$ cat src/rtl/systolic_pkg.sv
// Shared types and helpers for the systolic array controller: FSM states, float32 width/zero
// constant and a lane extraction helper for packed N*32 buses.
package systolic_pkg;

    localparam int unsigned FP_W      = 32;
    localparam logic [FP_W-1:0] FP_ZERO = '0;

    // Widest bus lane_slice accepts; callers zero-extend their bus to this width.
    localparam int unsigned LANES_MAX = 64;
    localparam int unsigned BUS_MAX   = LANES_MAX * FP_W;

    typedef enum logic [2:0] {
        StIdle,
        StLoadW,
        StStream,
        StDrain,
        StDone
    } ctrl_state_e;

    function automatic logic [FP_W-1:0] lane_slice(input logic [BUS_MAX-1:0] bus,
                                                   input int unsigned        lane);
        logic [BUS_MAX-1:0] sh;
        sh = bus >> (lane * FP_W);
        return sh[FP_W-1:0];
    endfunction

endpackage

$ cat src/rtl/lane_delay.sv
// Fixed-depth register delay line for one lane; Depth = 0 is a plain passthrough.
module lane_delay #(
    parameter int unsigned Depth = 1,
    parameter int unsigned Width = 32
) (
    input  logic             clk,
    input  logic             rst_n,
    input  logic [Width-1:0] d,
    output logic [Width-1:0] q
);

    if (Depth == 0) begin : g_pass
        assign q = d;
    end else begin : g_regs
        logic [Width-1:0] stage_q [Depth];

        always_ff @(posedge clk or negedge rst_n) begin
            if (!rst_n) begin
                for (int k = 0; k < Depth; k++) begin
                    stage_q[k] <= '0;
                end
            end else begin
                stage_q[0] <= d;
                for (int k = 1; k < Depth; k++) begin
                    stage_q[k] <= stage_q[k-1];
                end
            end
        end

        assign q = stage_q[Depth-1];
    end

endmodule

$ cat src/rtl/systolic_ctrl.sv
// Sequencer for an NxN weight-stationary float32 systolic array: weight load, skewed stream,
// deskewed results. Define SYSTOLIC_CTRL_WKEEP_EN to add cfg_keep_w (skip the weight load).
module systolic_ctrl
    import systolic_pkg::*;
#(
    parameter int unsigned  N       = 4,
    parameter int unsigned  VEC_MAX = 256,
    localparam int unsigned VW      = $clog2(VEC_MAX + 1),
    localparam int unsigned AW      = $clog2(N)
) (
    input  logic              clk,
    input  logic              rst_n,
    input  logic              start,
`ifdef SYSTOLIC_CTRL_WKEEP_EN
    input  logic              cfg_keep_w,
`endif
    input  logic [VW-1:0]     cfg_num_vec,
    output logic              busy,
    output logic              done,
    output logic              w_rd_en,
    output logic [AW-1:0]     w_rd_addr,
    input  logic [N*FP_W-1:0] w_rd_data,
    output logic [N*FP_W-1:0] arr_weight_in,
    output logic [N-1:0]      arr_weight_en,
    output logic              act_rd_en,
    output logic [VW-1:0]     act_rd_addr,
    input  logic [N*FP_W-1:0] act_rd_data,
    output logic [N*FP_W-1:0] arr_west,
    output logic              arr_compute,
    input  logic [N*FP_W-1:0] arr_south,
    output logic              out_valid,
    output logic [N*FP_W-1:0] out_data,
    output logic [VW-1:0]     out_idx
);

    // One counter serves weight rows (0..N), vectors (0..num_vec-1) and drain cycles (0..2N-1).
    localparam int unsigned CW = (VW > AW + 2) ? VW : AW + 2;

    ctrl_state_e     state_q, state_d;
    logic [CW-1:0]   cnt_q, cnt_d;
    logic [VW-1:0]   num_vec_q, num_vec_d, num_vec_clamp;
    logic [VW-1:0]   idx_q, idx_d;
    logic [N-1:0]    wen_q, wen_d;
    logic            act_vld_q;
    logic [2*N-1:0]  vld_sr_q;
    logic            keep_req;

`ifdef SYSTOLIC_CTRL_WKEEP_EN
    assign keep_req = cfg_keep_w;
`else
    assign keep_req = 1'b0;
`endif

    assign num_vec_clamp = (cfg_num_vec > VW'(VEC_MAX)) ? VW'(VEC_MAX) : cfg_num_vec;

    always_comb begin
        state_d     = state_q;
        cnt_d       = cnt_q;
        num_vec_d   = num_vec_q;
        busy        = (state_q != StIdle);
        done        = 1'b0;
        w_rd_en     = 1'b0;
        w_rd_addr   = '0;
        act_rd_en   = 1'b0;
        act_rd_addr = '0;
        arr_compute = 1'b0;

        unique case (state_q)
            StIdle: begin
                if (start) begin
                    num_vec_d = num_vec_clamp;
                    cnt_d     = '0;
                    if (keep_req) begin
                        state_d = (num_vec_clamp == '0) ? StDone : StStream;
                    end else begin
                        state_d = StLoadW;
                    end
                end
            end
            StLoadW: begin
                if (cnt_q < CW'(N)) begin
                    w_rd_en   = 1'b1;
                    w_rd_addr = cnt_q[AW-1:0];
                end
                // Extra cycle lets the last row's enable fire before streaming begins.
                if (cnt_q == CW'(N)) begin
                    cnt_d   = '0;
                    state_d = (num_vec_q == '0) ? StDone : StStream;
                end else begin
                    cnt_d = cnt_q + CW'(1);
                end
            end
            StStream: begin
                act_rd_en   = 1'b1;
                act_rd_addr = cnt_q[VW-1:0];
                arr_compute = 1'b1;
                if (cnt_q + CW'(1) == CW'(num_vec_q)) begin
                    cnt_d   = '0;
                    state_d = StDrain;
                end else begin
                    cnt_d = cnt_q + CW'(1);
                end
            end
            StDrain: begin
                arr_compute = 1'b1;
                if (cnt_q == CW'(2 * N - 1)) begin
                    cnt_d   = '0;
                    state_d = StDone;
                end else begin
                    cnt_d = cnt_q + CW'(1);
                end
            end
            StDone: begin
                done    = 1'b1;
                state_d = StIdle;
            end
            default: state_d = StIdle;
        endcase
    end

    always_comb begin
        wen_d = '0;
        if (w_rd_en) begin
            wen_d = N'(1) << w_rd_addr;
        end
        idx_d = idx_q;
        if (state_q == StDone) begin
            idx_d = '0;
        end else if (out_valid) begin
            idx_d = idx_q + VW'(1);
        end
    end

    always_ff @(posedge clk or negedge rst_n) begin
        if (!rst_n) begin
            state_q   <= StIdle;
            cnt_q     <= '0;
            num_vec_q <= '0;
            idx_q     <= '0;
            wen_q     <= '0;
            act_vld_q <= 1'b0;
            vld_sr_q  <= '0;
        end else begin
            state_q   <= state_d;
            cnt_q     <= cnt_d;
            num_vec_q <= num_vec_d;
            idx_q     <= idx_d;
            wen_q     <= wen_d;
            act_vld_q <= act_rd_en;
            vld_sr_q  <= {vld_sr_q[2*N-2:0], act_rd_en};
        end
    end

    assign arr_weight_en = wen_q;
    assign arr_weight_in = (|wen_q) ? w_rd_data : '0;
    assign out_valid     = vld_sr_q[2*N-1];
    assign out_idx       = idx_q;

    logic [FP_W-1:0] skew_in   [N];
    logic [FP_W-1:0] skew_out  [N];
    logic [FP_W-1:0] dsk_in    [N];
    logic [FP_W-1:0] dsk_out   [N];

    for (genvar i = 0; i < N; i++) begin : g_lane
        // Bubbles enter the skew lines as +0.0 so idle PEs accumulate nothing.
        assign skew_in[i] = act_vld_q ? lane_slice(BUS_MAX'(act_rd_data), i) : FP_ZERO;
        assign dsk_in[i]  = lane_slice(BUS_MAX'(arr_south), i);

        lane_delay #(
            .Depth (i),
            .Width (FP_W)
        ) u_skew (
            .clk   (clk),
            .rst_n (rst_n),
            .d     (skew_in[i]),
            .q     (skew_out[i])
        );

        lane_delay #(
            .Depth (N - 1 - i),
            .Width (FP_W)
        ) u_deskew (
            .clk   (clk),
            .rst_n (rst_n),
            .d     (dsk_in[i]),
            .q     (dsk_out[i])
        );

        assign arr_west[i*FP_W +: FP_W] = skew_out[i];
        // Column N-1 is a passthrough of the array; gate so stale array state never leaks out.
        assign out_data[i*FP_W +: FP_W] = out_valid ? dsk_out[i] : FP_ZERO;
    end

endmodule
$ cat config.mk
export PLATFORM = sky130hd
export DESIGN_NAME = systolic_ctrl
export DESIGN_NICKNAME = d
export VERILOG_FILES = /design/src/rtl/systolic_pkg.sv /design/src/rtl/lane_delay.sv /design/src/rtl/systolic_ctrl.sv
export SDC_FILE = /design/constraint.sdc
export NUM_CORES = 1
export LEC_CHECK = 0
export CORE_AREA = 4 4 314 316
export DETAILED_ROUTE_END_ITERATION = 6
export DIE_AREA = 0 0 318 320
export HOLD_SLACK_MARGIN = 0.1
export PLACE_DENSITY = 0.37
export SLEW_MARGIN = 20
export SYNTH_ARGS = -nofsm -noshare
export SYNTH_HDL_FRONTEND = slang
export SYNTH_SLANG_ARGS = --single-unit
$ cat constraint.sdc
create_clock -name clk -period 3 [get_ports clk]
set_input_delay 0.6 -clock clk [delete_from_list [all_inputs] [get_ports clk]]
set_output_delay 0.6 -clock clk [all_outputs]
set_load 0.05 [all_outputs]
==> results.toml <==
[run_status]
status = "finished, final reports clean"

[route]
wirelength_mm = 62.8
drt_iter0_markers = 454
wl_per_cell_um = 19.5
dr.pass1.iters = 4
vias = 10904
ant_nets = 0
drc = 0
via_per_inst = 3.39

[timing]
fmax_mhz = 346
slew_headroom_pct = 47.2
grt_setup_unrepaired = "false"
layout_worst_path_cycle_share_pct = 96.2
skew_ns = 0.0285
min_period_ns = 2.89
final.setup.tns_ns = 0
setup_viol = 0
tightest_slew_ns = 0.790
hold_violations = 0
slew_viol_final = 0
worst_slack_ns = 0.113

[layout]
num-nets-final = 2293
synthToLayoutAreaGrowth_pct = 71.0
nFillCells = 10063
multi_input_area_um2 = 3620
fin_util_pct = 26.7
drive_gt1_share_pct = 22.0
register_area_um2 = 10700

[worst_setup_path]
reg2reg_depth = 8
crit_fanout = 9
critical_path.endpoint = "busy"
r2r_setup_slack_ns = 0.21
cp-start-kind = "register"
timing.rr.end = "cnt_q[4]"
critPathKind = "register to primary output"
cp.required_ns = 2.40
end_kind = "primary output"
reg2reg_from = "cnt_q[0]"
cp-startpoint = "state_q[1]"
cp.arrival_ns = 2.29

[cts]
clk_path_buf_depth = 3
post_cts_buffers = 0
cts_made_buffers = 52
cts_max_level = 2
path_clk_slew_ns = 0.07
clock_latency_ns = 0.60
clock-sinks = 426
cts_tree = "yes"
cts_root_buf = "clkbuf_16"

[global_routing]
grt.overflow.total = 0
track_usage_pct = 11.8
grt_max_degree = 118
grt_pass1_wl_mm = 88.4
grt_pass1_vias = 11796
antenna_found_initial = 25

[floorplanning]
core_um2 = 96000
ios = 810
fp.dieArea_um2 = 102000
die_w_um = 318
row_count = 114
die_height_um = 320
start_util_pct = 15.6

[logic_synthesis]
yosys_most_used_dff = "dfrtp_1"
synth_top_cell_area_share_pct = 71.2
synth-seq-cells = 426
ys_seq_area_share_pct = 71.2
synthTopCellsByArea = "dfrtp_1, and2_1, nor2b_1"
async_flop_share_pct = 100
yosysWarnings = 0
netlist_area_um2 = 15000
syn_nets = 1519
synth_cell_types = 48
syn_area_per_cell_um2 = 13.4
synth_largest_area_cell = "dfrtp_1"
synth_edf_count = 0
synthCells = 1120

[placed_design]
routabilityCongestion = 0.910
port_buffers = 809
hpwl_mm = 49.8
pre_cts_ws_ns = 0.205

[pwr]
power.leakage_nw = 11.6
power_density_nw_per_um2 = 536
ir_worst_vdd_mv = 0.342
power.total_mw = 13.7

[hold_path]
hp-class = "register to register"

[job]
maxCapViolCount = 0
-- layout make-up --
class                      count  area share [%]
sequential                   426            41.7
timing repair buffer         840            30.6
multi-input combinational    568            14.1
tap                         1276            6.24
clock buffer                  76            6.07
clock inverter                20            1.14
inverter                       6          0.0880
antenna                        7          0.0684
-- layer usage --
metal	vias up	global-route usage, %	part of all wire [%]
met5	-	0	0.13
met4	14	2.90	2.0
met3	84	4.85	9.7
met2	490	19.0	47
met1	5305	14.8	41
li1	5011	-	-
-- what timing repair did --
item,in CTS,in global routing
hold buffers,1,0
endpoints found under the hold margin,43,0
resized for setup,2,2
pin swaps,0,1
endpoints found under the setup margin,4,7
-- worst max-delay path, stage by stage, from the launching register on --
cell             delay, ns
dfrtp_1               0.52
or3_1                 0.40
clkdlybuf4s50_1       0.76
-- cell usage in the layout (no fill, tap or decap), drive strengths merged, types with 5 or more instances in the layout --
| cell | instances |
|---|---|
| clkbuf | 76 |
| a21oi | 5 |
| clkdlybuf4s50 | 516 |
| nand2b | 11 |
| nor3 | 7 |
| a221o | 5 |
| nand2 | 20 |
| nor2b | 132 |
| o21ai | 17 |
| nor2 | 26 |
| inv | 8 |
| nand3 | 10 |
| xnor2 | 6 |
| and3 | 11 |
| dfrtp | 426 |
| bufinv | 6 |
| xor2 | 8 |
| diode | 7 |
| and2 | 262 |
| nor4 | 5 |
| nand4 | 5 |
| clkinv | 9 |
| buf | 322 |
-- registers in the layout, summed over array words and instances, names as in the netlist --
| register | cells |
|---|---|
| cnt_q | 9 |
| g_lane.u_skew.q | 96 |
| num_vec_q | 9 |
| arr_weight_en | 4 |
| vld_sr_q | 8 |
| g_lane.u_deskew.g_regs.stage_q | 96 |
| out_idx | 9 |
| g_lane.u_deskew.q | 96 |
| g_lane.u_skew.g_regs.stage_q | 96 |
| state_q | 3 |
-- through the flow --
stage,hold WS (ns),std cells,cell area (µm²)
after floorplan,0.304,1120,15000
after global placement,0.331,3115,23700
after global routing,0.346,3215,25600
final,0.342,3219,25600
after detailed placement,0.335,3115,23700
after CTS,0.340,3212,25600
-- where the power goes --
part	total (mW)	switching (mW)	internal (mW)	leakage, nW
Clock	6.66	2.55	4.11	0.903
Combinational	1.03	0.388	0.641	5.23
Sequential	6.05	0.127	5.92	5.48
Total	13.7	3.06	10.7	11.6
-- cell usage after synthesis (5+ instances only) --
cell / count
xnor2_1: 6
buf_4: 66
a221o_1: 5
nand4_1: 5
nand3_1: 9
and3_1: 11
nand2b_1: 11
dfrtp_1: 426
nor3_1: 7
clkbuf_1: 52
nor2_1: 26
nand2_1: 20
inv_1: 6
and2_1: 262
xor2_1: 8
o21ai_0: 16
nor2b_1: 132
-- worst min path at each step --
stage / start / end / slack, ns / cells past startpoint
2_1_floorplan: rst_n / arr_weight_en[0] / 0.30 / 0
3_3_place_gp: vld_sr_q[4] / vld_sr_q[5] / 0.33 / 0
3_5_place_dp: g_lane[0].u_deskew.g_regs.stage_q[70] / g_lane[0].u_deskew.g_regs.stage_q[38] / 0.33 / 0
4_1_cts: g_lane[0].u_deskew.g_regs.stage_q[44] / g_lane[0].u_deskew.q[12] / 0.34 / 0
5_1_grt: g_lane[3].u_skew.g_regs.stage_q[80] / g_lane[3].u_skew.g_regs.stage_q[48] / 0.35 / 0
6_report: g_lane[3].u_skew.g_regs.stage_q[71] / g_lane[3].u_skew.g_regs.stage_q[39] / 0.34 / 0
-- logic make-up (layout without fill, tap and decap cells) --
kind of cell | count (synthesis) | in the layout | synth area share, %
fa+ha+maj | 3 | 3 | 0.251
compound gates | 49 | 49 | 2.48
other cells | 0 | 7 | 0
simple gates | 498 | 498 | 20.1
xor+xnor | 14 | 14 | 0.819
mux | 4 | 4 | 0.293
buf+inv | 126 | 942 | 4.83
flops | 426 | 426 | 71.2
Note: power is estimated with default switching activity, not from simulation.
